## src/rtl/cache_rd_arbiter.sv

```systemverilog
// Round-robin arbiter sharing one AXI read channel between the icache and dcache.
// One transaction in flight: grant, issue AR, collect R beats into a 256-bit line, pulse ret_valid.
module cache_rd_arbiter #(
  parameter logic [3:0] ID_IC = 4'd0,
  parameter logic [3:0] ID_DC = 4'd1
) (
  input  logic         clk,
  input  logic         resetn,

  input  logic         ic_rd_req,
  input  logic         ic_rd_type,
  input  logic [31:0]  ic_rd_addr,
  output logic         ic_rd_rdy,
  output logic         ic_ret_valid,
  output logic [255:0] ic_ret_data,

  input  logic         dc_rd_req,
  input  logic         dc_rd_type,
  input  logic [31:0]  dc_rd_addr,
  output logic         dc_rd_rdy,
  output logic         dc_ret_valid,
  output logic [255:0] dc_ret_data,

  output logic [3:0]   arid,
  output logic [31:0]  araddr,
  output logic [7:0]   arlen,
  output logic [2:0]   arsize,
  output logic [1:0]   arburst,
  output logic         arvalid,
  input  logic         arready,

  input  logic [3:0]   rid,
  input  logic [31:0]  rdata,
  input  logic [1:0]   rresp,
  input  logic         rlast,
  input  logic         rvalid,
  output logic         rready
);

  typedef enum logic [1:0] {S_IDLE, S_AR, S_R, S_RET} state_t;

  state_t         state_q, state_d;
  logic           last_dc_q, last_dc_d;
  logic           owner_dc_q, owner_dc_d;
  logic           type_q, type_d;
  logic [31:0]    addr_q, addr_d;
  logic [2:0]     cnt_q, cnt_d;
  logic [255:0]   buf_q, buf_d;
  logic           gnt_ic, gnt_dc;
  logic           unused_r;

  // rid/rresp carry no information we act on
  assign unused_r = ^{rid, rresp};

  always_comb begin
    gnt_ic = 1'b0;
    gnt_dc = 1'b0;
    if (resetn && state_q == S_IDLE) begin
      if (ic_rd_req && dc_rd_req) begin
        gnt_dc = ~last_dc_q;
        gnt_ic = last_dc_q;
      end else begin
        gnt_ic = ic_rd_req;
        gnt_dc = dc_rd_req;
      end
    end
  end

  assign ic_rd_rdy = gnt_ic;
  assign dc_rd_rdy = gnt_dc;

  always_comb begin
    state_d    = state_q;
    last_dc_d  = last_dc_q;
    owner_dc_d = owner_dc_q;
    type_d     = type_q;
    addr_d     = addr_q;
    cnt_d      = cnt_q;
    buf_d      = buf_q;
    unique case (state_q)
      S_IDLE: begin
        if (gnt_ic || gnt_dc) begin
          owner_dc_d = gnt_dc;
          last_dc_d  = gnt_dc;
          type_d     = gnt_dc ? dc_rd_type : ic_rd_type;
          addr_d     = gnt_dc ? dc_rd_addr : ic_rd_addr;
          state_d    = S_AR;
        end
      end
      S_AR: begin
        if (arready) begin
          cnt_d = 3'd0;
          // uncached words return zero-extended, so scrub the stale line above word 0
          if (!type_q) buf_d[255:32] = '0;
          state_d = S_R;
        end
      end
      S_R: begin
        if (rvalid) begin
          buf_d[{cnt_q, 5'b0} +: 32] = rdata;
          cnt_d = cnt_q + 3'd1;
          if (rlast) state_d = S_RET;
        end
      end
      S_RET: state_d = S_IDLE;
      default: state_d = S_IDLE;
    endcase
  end

  always_ff @(posedge clk) begin
    if (!resetn) begin
      state_q    <= S_IDLE;
      last_dc_q  <= 1'b0;
      owner_dc_q <= 1'b0;
      cnt_q      <= 3'd0;
      buf_q      <= '0;
    end else begin
      state_q    <= state_d;
      last_dc_q  <= last_dc_d;
      owner_dc_q <= owner_dc_d;
      cnt_q      <= cnt_d;
      buf_q      <= buf_d;
    end
  end

  always_ff @(posedge clk) begin
    type_q <= type_d;
    addr_q <= addr_d;
  end

  always_comb begin
    arvalid = 1'b0;
    arid    = 4'd0;
    araddr  = 32'd0;
    arlen   = 8'd0;
    arsize  = 3'd0;
    arburst = 2'd0;
    if (state_q == S_AR) begin
      arvalid = 1'b1;
      arid    = owner_dc_q ? ID_DC : ID_IC;
      araddr  = type_q ? {addr_q[31:5], 5'b0} : addr_q;
      arlen   = type_q ? 8'd7 : 8'd0;
      arsize  = 3'b010;
      arburst = 2'b01;
    end
  end

  assign rready       = (state_q == S_R);
  assign ic_ret_valid = (state_q == S_RET) && !owner_dc_q;
  assign dc_ret_valid = (state_q == S_RET) && owner_dc_q;
  assign ic_ret_data  = buf_q;
  assign dc_ret_data  = buf_q;

endmodule
```

## config.mk

```make
export PLATFORM = sky130hd
export DESIGN_NAME = cache_rd_arbiter
export DESIGN_NICKNAME = d
export VERILOG_FILES = /design/src/rtl/cache_rd_arbiter.sv
export SDC_FILE = /design/constraint.sdc
export NUM_CORES = 1
export LEC_CHECK = 0
export ABC_AREA = 0
export BUFFER_PORTS_ARGS = -buffer_cell sky130_fd_sc_hd__buf_2
export CELL_PAD_IN_SITES_DETAIL_PLACEMENT = 0
export CELL_PAD_IN_SITES_GLOBAL_PLACEMENT = 1
export CORE_AREA = 8 8 259 261
export DETAILED_ROUTE_END_ITERATION = 12
export DIE_AREA = 0 0 267 269
export PLACE_DENSITY_LB_ADDON = 0.12
export SLEW_MARGIN = 20
export SYNTH_ARGS = -nofsm -noshare
export SYNTH_HDL_FRONTEND = slang
export SYNTH_SLANG_ARGS = --single-unit
```

## constraint.sdc

```tcl
create_clock -name clk -period 2.3 [get_ports clk]
set_input_delay 0.115 -clock clk [delete_from_list [all_inputs] [get_ports clk]]
set_output_delay 0.115 -clock clk [all_outputs]
set_load 0.01 [all_outputs]
```

=== Yosys cells after proc, flatten, opt, wreduce, memory -nomap -nowiden ===
Cells that the tools add are included.

* Register bits: 295
* Output and inout bits: 567
* Input bits: 111

* Equality and inequality tests: 8
* Bitwise gates (word level): 1
* Multiplexer cells: 28
* Add/sub/neg operators: 2
* Shift-type cells: 2
* Reduce and logical (&&, ||, !) cells: 13

{| class="wikitable"
|+ Operators with widths
! cell !! count
|-
| 224-bit 2-to-1 mux || 2
|-
| 224-bit case mux with 2 select lines || 1
|-
| 256-bit bitwise mux || 1
|-
| 256-bit 2-to-1 mux || 1
|-
| 32-bit by 10-bit variable shift with 256-bit output, first input constant || 1
|-
| 32-bit by 10-bit variable part select with 256-bit output || 1
|-
| 32-bit 2-to-1 mux || 2
|-
| 3-bit 2-to-1 mux || 4
|-
| 2-bit 2-to-1 mux || 5
|-
| 8-bit negator with 10-bit output || 1
|-
| 1-bit 2-to-1 mux || 9
|-
| 2-bit inequality test, second input constant || 4
|-
| 2-bit case mux with 4 select lines || 1
|-
| 4-bit AND reduction || 2
|-
| 3-bit case mux with 2 select lines || 1
|-
| 5-bit 2-to-1 mux || 1
|-
| 2-bit equality test, second input constant || 2
|-
| 1-bit logical AND || 4
|-
| 2-bit AND reduction || 2
|-
| 3-bit by 1-bit adder with 3-bit output, second input constant || 1
|-
| 3-bit AND reduction || 1
|-
| 2-bit by 1-bit equality test with 1-bit output, second input constant || 1
|-
| 2-bit zero test || 1
|-
| 2-bit by 1-bit inequality test with 1-bit output, second input constant || 1
|-
| other kinds (4) || 4
|}

=== Depth between registers and ports, before layout ===
* Word-level depth: 6
* Depth in mapped cells: 9

=== Least setup slack after synthesis ===
OpenSTA, ideal clock, no wires.

* Path kind: register to register
* From: register cnt_q[0]
* To: register buf_q[182], in the netlist dc_ret_data[182]
* Data required time: 2.241 ns
* Slack: -0.148 ns
* Stages on the path, launching flop included: 10
* Path buffers: 2
* Arrival time: 2.389 ns
* Path through: dfxtp_1 > inv_1 > ha_1 > ha_1 > clkbuf_1 > nand2b_1 > o21ai_0 > a21oi_1 > clkbuf_1 > a22o_1

* Word-level cells in the longest chain between the ends: 5
* Elaborated cells between the ends (all ways): 6
* Classes of those cells: add/sub: 1; shift: 2; mux: 3

{| class="wikitable"
|+ Ends and longest elaborated chain
! what !! RTL line !! source
|-
| start: declaration || 47 || <nowiki>logic [2:0] cnt_q, cnt_d;</nowiki>
|-
| start signal: assignment || 121 || <nowiki>cnt_q <= cnt_d;</nowiki>
|-
| 8-bit negator with 10-bit output * || 100 || <nowiki>buf_d[{cnt_q, 5'b0} +: 32] = rdata;</nowiki>
|-
| 32-bit by 10-bit variable part select with 256-bit output / 32-bit by 10-bit variable shift with 256-bit output (equally long branches) || 100 ||
|-
| 256-bit bitwise mux * || 100 ||
|-
| 256-bit 2-to-1 mux * || 99 || <nowiki>if (rvalid) begin</nowiki>
|-
| 224-bit case mux with 2 select lines * || 80 || <nowiki>unique case (state_q)</nowiki>
|-
| end signal: assignment || 122 || <nowiki>buf_q <= buf_d;</nowiki>
|-
| end: declaration || 48 || <nowiki>logic [255:0] buf_q, buf_d;</nowiki>
|}

Every way passes the cells marked *; elsewhere a longest branch is shown, timed or not. The select of a mux whose other input is x is not followed.
A chain may end at the register's enable or synchronous reset.

=== Final worst setup path ===
* From: register cnt_q[0]
* To: register buf_q[239], in the netlist dc_ret_data[239]

Same word-level chain as after synthesis.

==> results.yml <==
run_status:
  status: "finished clean"
power_and_ir_drop:
  irDropWorstVdd_v: 0.000462
  leakagePower_nw: 8.60
  p_clk_share_pct: 40.0
  internal_power_w: 0.0101
  p_sw_w: 0.00431
  power_frac_comb_pct: 21.5
  power_w: 0.0145
  swShare_pct: 29.8
  power_density_nw_per_um2: 839
  seq_power_share_pct: 38.5
worst_setup_path:
  crit_type: "reg -> reg"
  worstReg2RegStart: "cnt_q[0]$_SDFFE_PN0P_"
  crit_required_ps: 2770
  cpPeakStageDelay_ps: 520
  slowest_stage: "a2111o_4"
  critPathBufInv: 2
  worstPathArrival_ps: 2660
  crit_start: "cnt_q[0]$_SDFFE_PN0P_"
  critPathLaunchType: "flop"
  critical-path-top-delay-family: "compound AO/OA/AOI/OAI gates"
  path_cells: "inv_2, ha_1, ha_4, a2111o_4, nor4_4, buf_6, a22o_1"
  end_kind: "flop"
  cp_max_fo: 16
place:
  dp_slack_ps: -29.0
  dpl_cell_area_um2: 15000
  gp_congestion: 0.703
  numPortBuffers: 660
  dp_hpwl_um: 40800
synthesis:
  syn_area_per_cell_um2: 10.8
  synth.largest_area_cell: "dfxtp_1"
  synth_common_cells: "buf_4, dfxtp_1, a22o_1"
  synth.most_common_cell: "buf_4"
  synth.distinct_cells: 39
  ys.flop_type: "dfxtp_1"
  ys_ff_latch: 295
  synthCells: 1152
  synth-edff-count: 33
  synth_area_um2: 12400
  yosysWarnings: 0
  yosysSeqAreaShare_pct: 50.3
  netlist_top_cells_area: "dfxtp_1, buf_4, a22o_1, edfxtp_1, mux2_2"
  async_flop_share_pct: 0
  synth_top_area_share_pct: 42.3
grt:
  track_usage_pct: 14.1
  first_global_vias: 10600
  grt_max_degree: 45
  antenna_found_initial: 2
  grt_pass1_wl_um: 75300
  overflow: 0
sta:
  relSlewSlack_pct: 65.3
  finalCriticalPeriod_ps: 2200
  finalHoldViolCount: 0
  setup_slack_ps: 105
  fmax_ghz: 0.456
  setup_viol: 0
  min_period_over_period_pct: 95.4
  rsz0062_at_grt: "no"
  finalMaxSlewViolations: 0
  finalSetupTns_ps: 0
  finalClockSkew_ps: 12.8
  worst_pin_slew_ps: 521
detailed_routing:
  vias: 10000
  wl_per_cell_um: 21.6
  drt_iter0_markers: 377
  wl_um: 54000
  drtAntennaViolNets: 0
  drt_pass1_iterations: 4
  drc_errors: 0
  viasPerCell: 4.01
cts:
  cts_max_level: 2
  cts_tree: "built"
  root_buffer: "clkbuf_16"
  clock_sinks: 295
  cts_made_buffers: 36
  clockBufferDepth: 3
  clock_latency_ps: 540
  clk_pin_slew_ps: 60
die:
  start_util_pct: 19.8
  die_area_um2: 71800
  io_pins: 678
  die_w_um: 267
  die_y_um: 269
  core-area_um2: 62700
  std_cell_rows: 92
finish:
  syn2layout_area_growth_pct: 39.1
  fin_nets: 1756
  finalInstanceArea_um2: 17200
  layout-drive-gt1-share_pct: 49.3
hold_path:
  min_from: "arready"
  hp-class: "in -> reg"
job:
  drv_cap: 0
==> stage by stage <==
step	utilization, %	instances	hold WS (ps)
finish	27.5	2506	135
global route	27.5	2505	138
CTS	27.4	2503	86.8
detailed placement	23.9	2338	414
global placement	23.9	2338	407
floorplan	-	1162	231
==> area by class of cell <==
class	count	area, um2
clock buffer	52	1050
antenna	1	2.50
multi-input combinational	485	3830
fill	6654	45500
tap	846	1060
inverter	8	30.0
timing repair buffer	808	4890
sequential	295	6240
clock inverter	11	139
==> placed cells by master (no fill, tap or decap), drive strengths merged <==
master	synthesis	final
a2111o	1	1
a211oi	2	2
a21oi	12	12
a221oi	1	1
a22o	224	224
a311oi	1	1
and2	36	36
and3	1	1
and4	1	1
buf	343	706
bufinv	0	3
clkbuf	31	52
clkinv	0	5
clkinvlp	0	1
conb	1	11
dfxtp	262	262
diode	0	1
dlygate4sd3	0	102
edfxtp	33	33
ha	11	11
inv	8	10
mux2	34	34
nand2	42	42
nand2b	6	6
nand3	38	38
nor2	6	6
nor2b	4	4
nor3	4	4
nor3b	1	1
nor4	3	3
nor4bb	1	1
o211ai	1	1
o21a	1	1
o21ai	38	38
o31ai	1	1
o32ai	3	3
o41ai	1	1
==> power by group through the flow <==
stage	combinational, W	sequential (W)	clock [W]
floorplan	0.00152	0.00567	0
global placement	0.00304	0.00568	0
detailed placement	0.00303	0.00568	0
CTS	0.00321	0.00557	0.00603
global route	0.00339	0.00559	0.00621
finish	0.00311	0.00557	0.00578
==> flip-flops by register name (all words and copies together), names as in the netlist <==
register	cells
owner_dc_q	1
cnt_q	3
type_q	1
state_q	2
dc_ret_data	256
addr_q	32
==> metal layers <==
| layer | track usage (%) | up-vias | part of all wire [%] |
|---|---|---|---|
| met1 | 16.3 | 4848 | 39 |
| met2 | 26.3 | 380 | 53 |
| met5 | 0 | - | 0 |
| met4 | 3.72 | 0 | 1.8 |
| met3 | 2.72 | 58 | 6.1 |
| li1 | - | 4752 | - |
==> logic make-up after synthesis <==
kind of cell | after synthesis | synth area share [%]
adder cells (fa/ha/maj) | 11 | 1.11
multiplexers | 34 | 3.09
AO/OA/AOI/OAI | 286 | 18.8
flip-flops | 295 | 50.3
AND/OR/NAND/NOR | 143 | 6.35
other | 1 | 0.0303
buffers and inverters | 382 | 20.3
==> worst min-delay path: stages <==
cell	delay (ps)
buf_2	130
nor2b_1	80
nor2_1	190
o32ai_1	100
==> worst paths after layout <==
| check | end | slack (ps) | cells after the start |
|---|---|---|---|
| setup / recovery | dc_ret_data[239]$_SDFFE_PN0P_ | 100 | 7 |
| hold reg to reg | dc_ret_data[12]$_SDFFE_PN0P_ | 490 | 2 |
| setup reg to reg | dc_ret_data[239]$_SDFFE_PN0P_ | 100 | 7 |
| hold / removal | cnt_q[1]$_SDFFE_PN0P_ | 140 | 4 |
==> timing repair <==
item | CTS | global route
hold buffers | 102 | 0
setup buffers | 0 | 2
endpoints found under the hold margin | 233 | 0
gates resized for setup | 6 | 4
pin swaps | 1 | 1
endpoints found under the setup margin | 57 | 41
(Power assumes the default switching activity.)
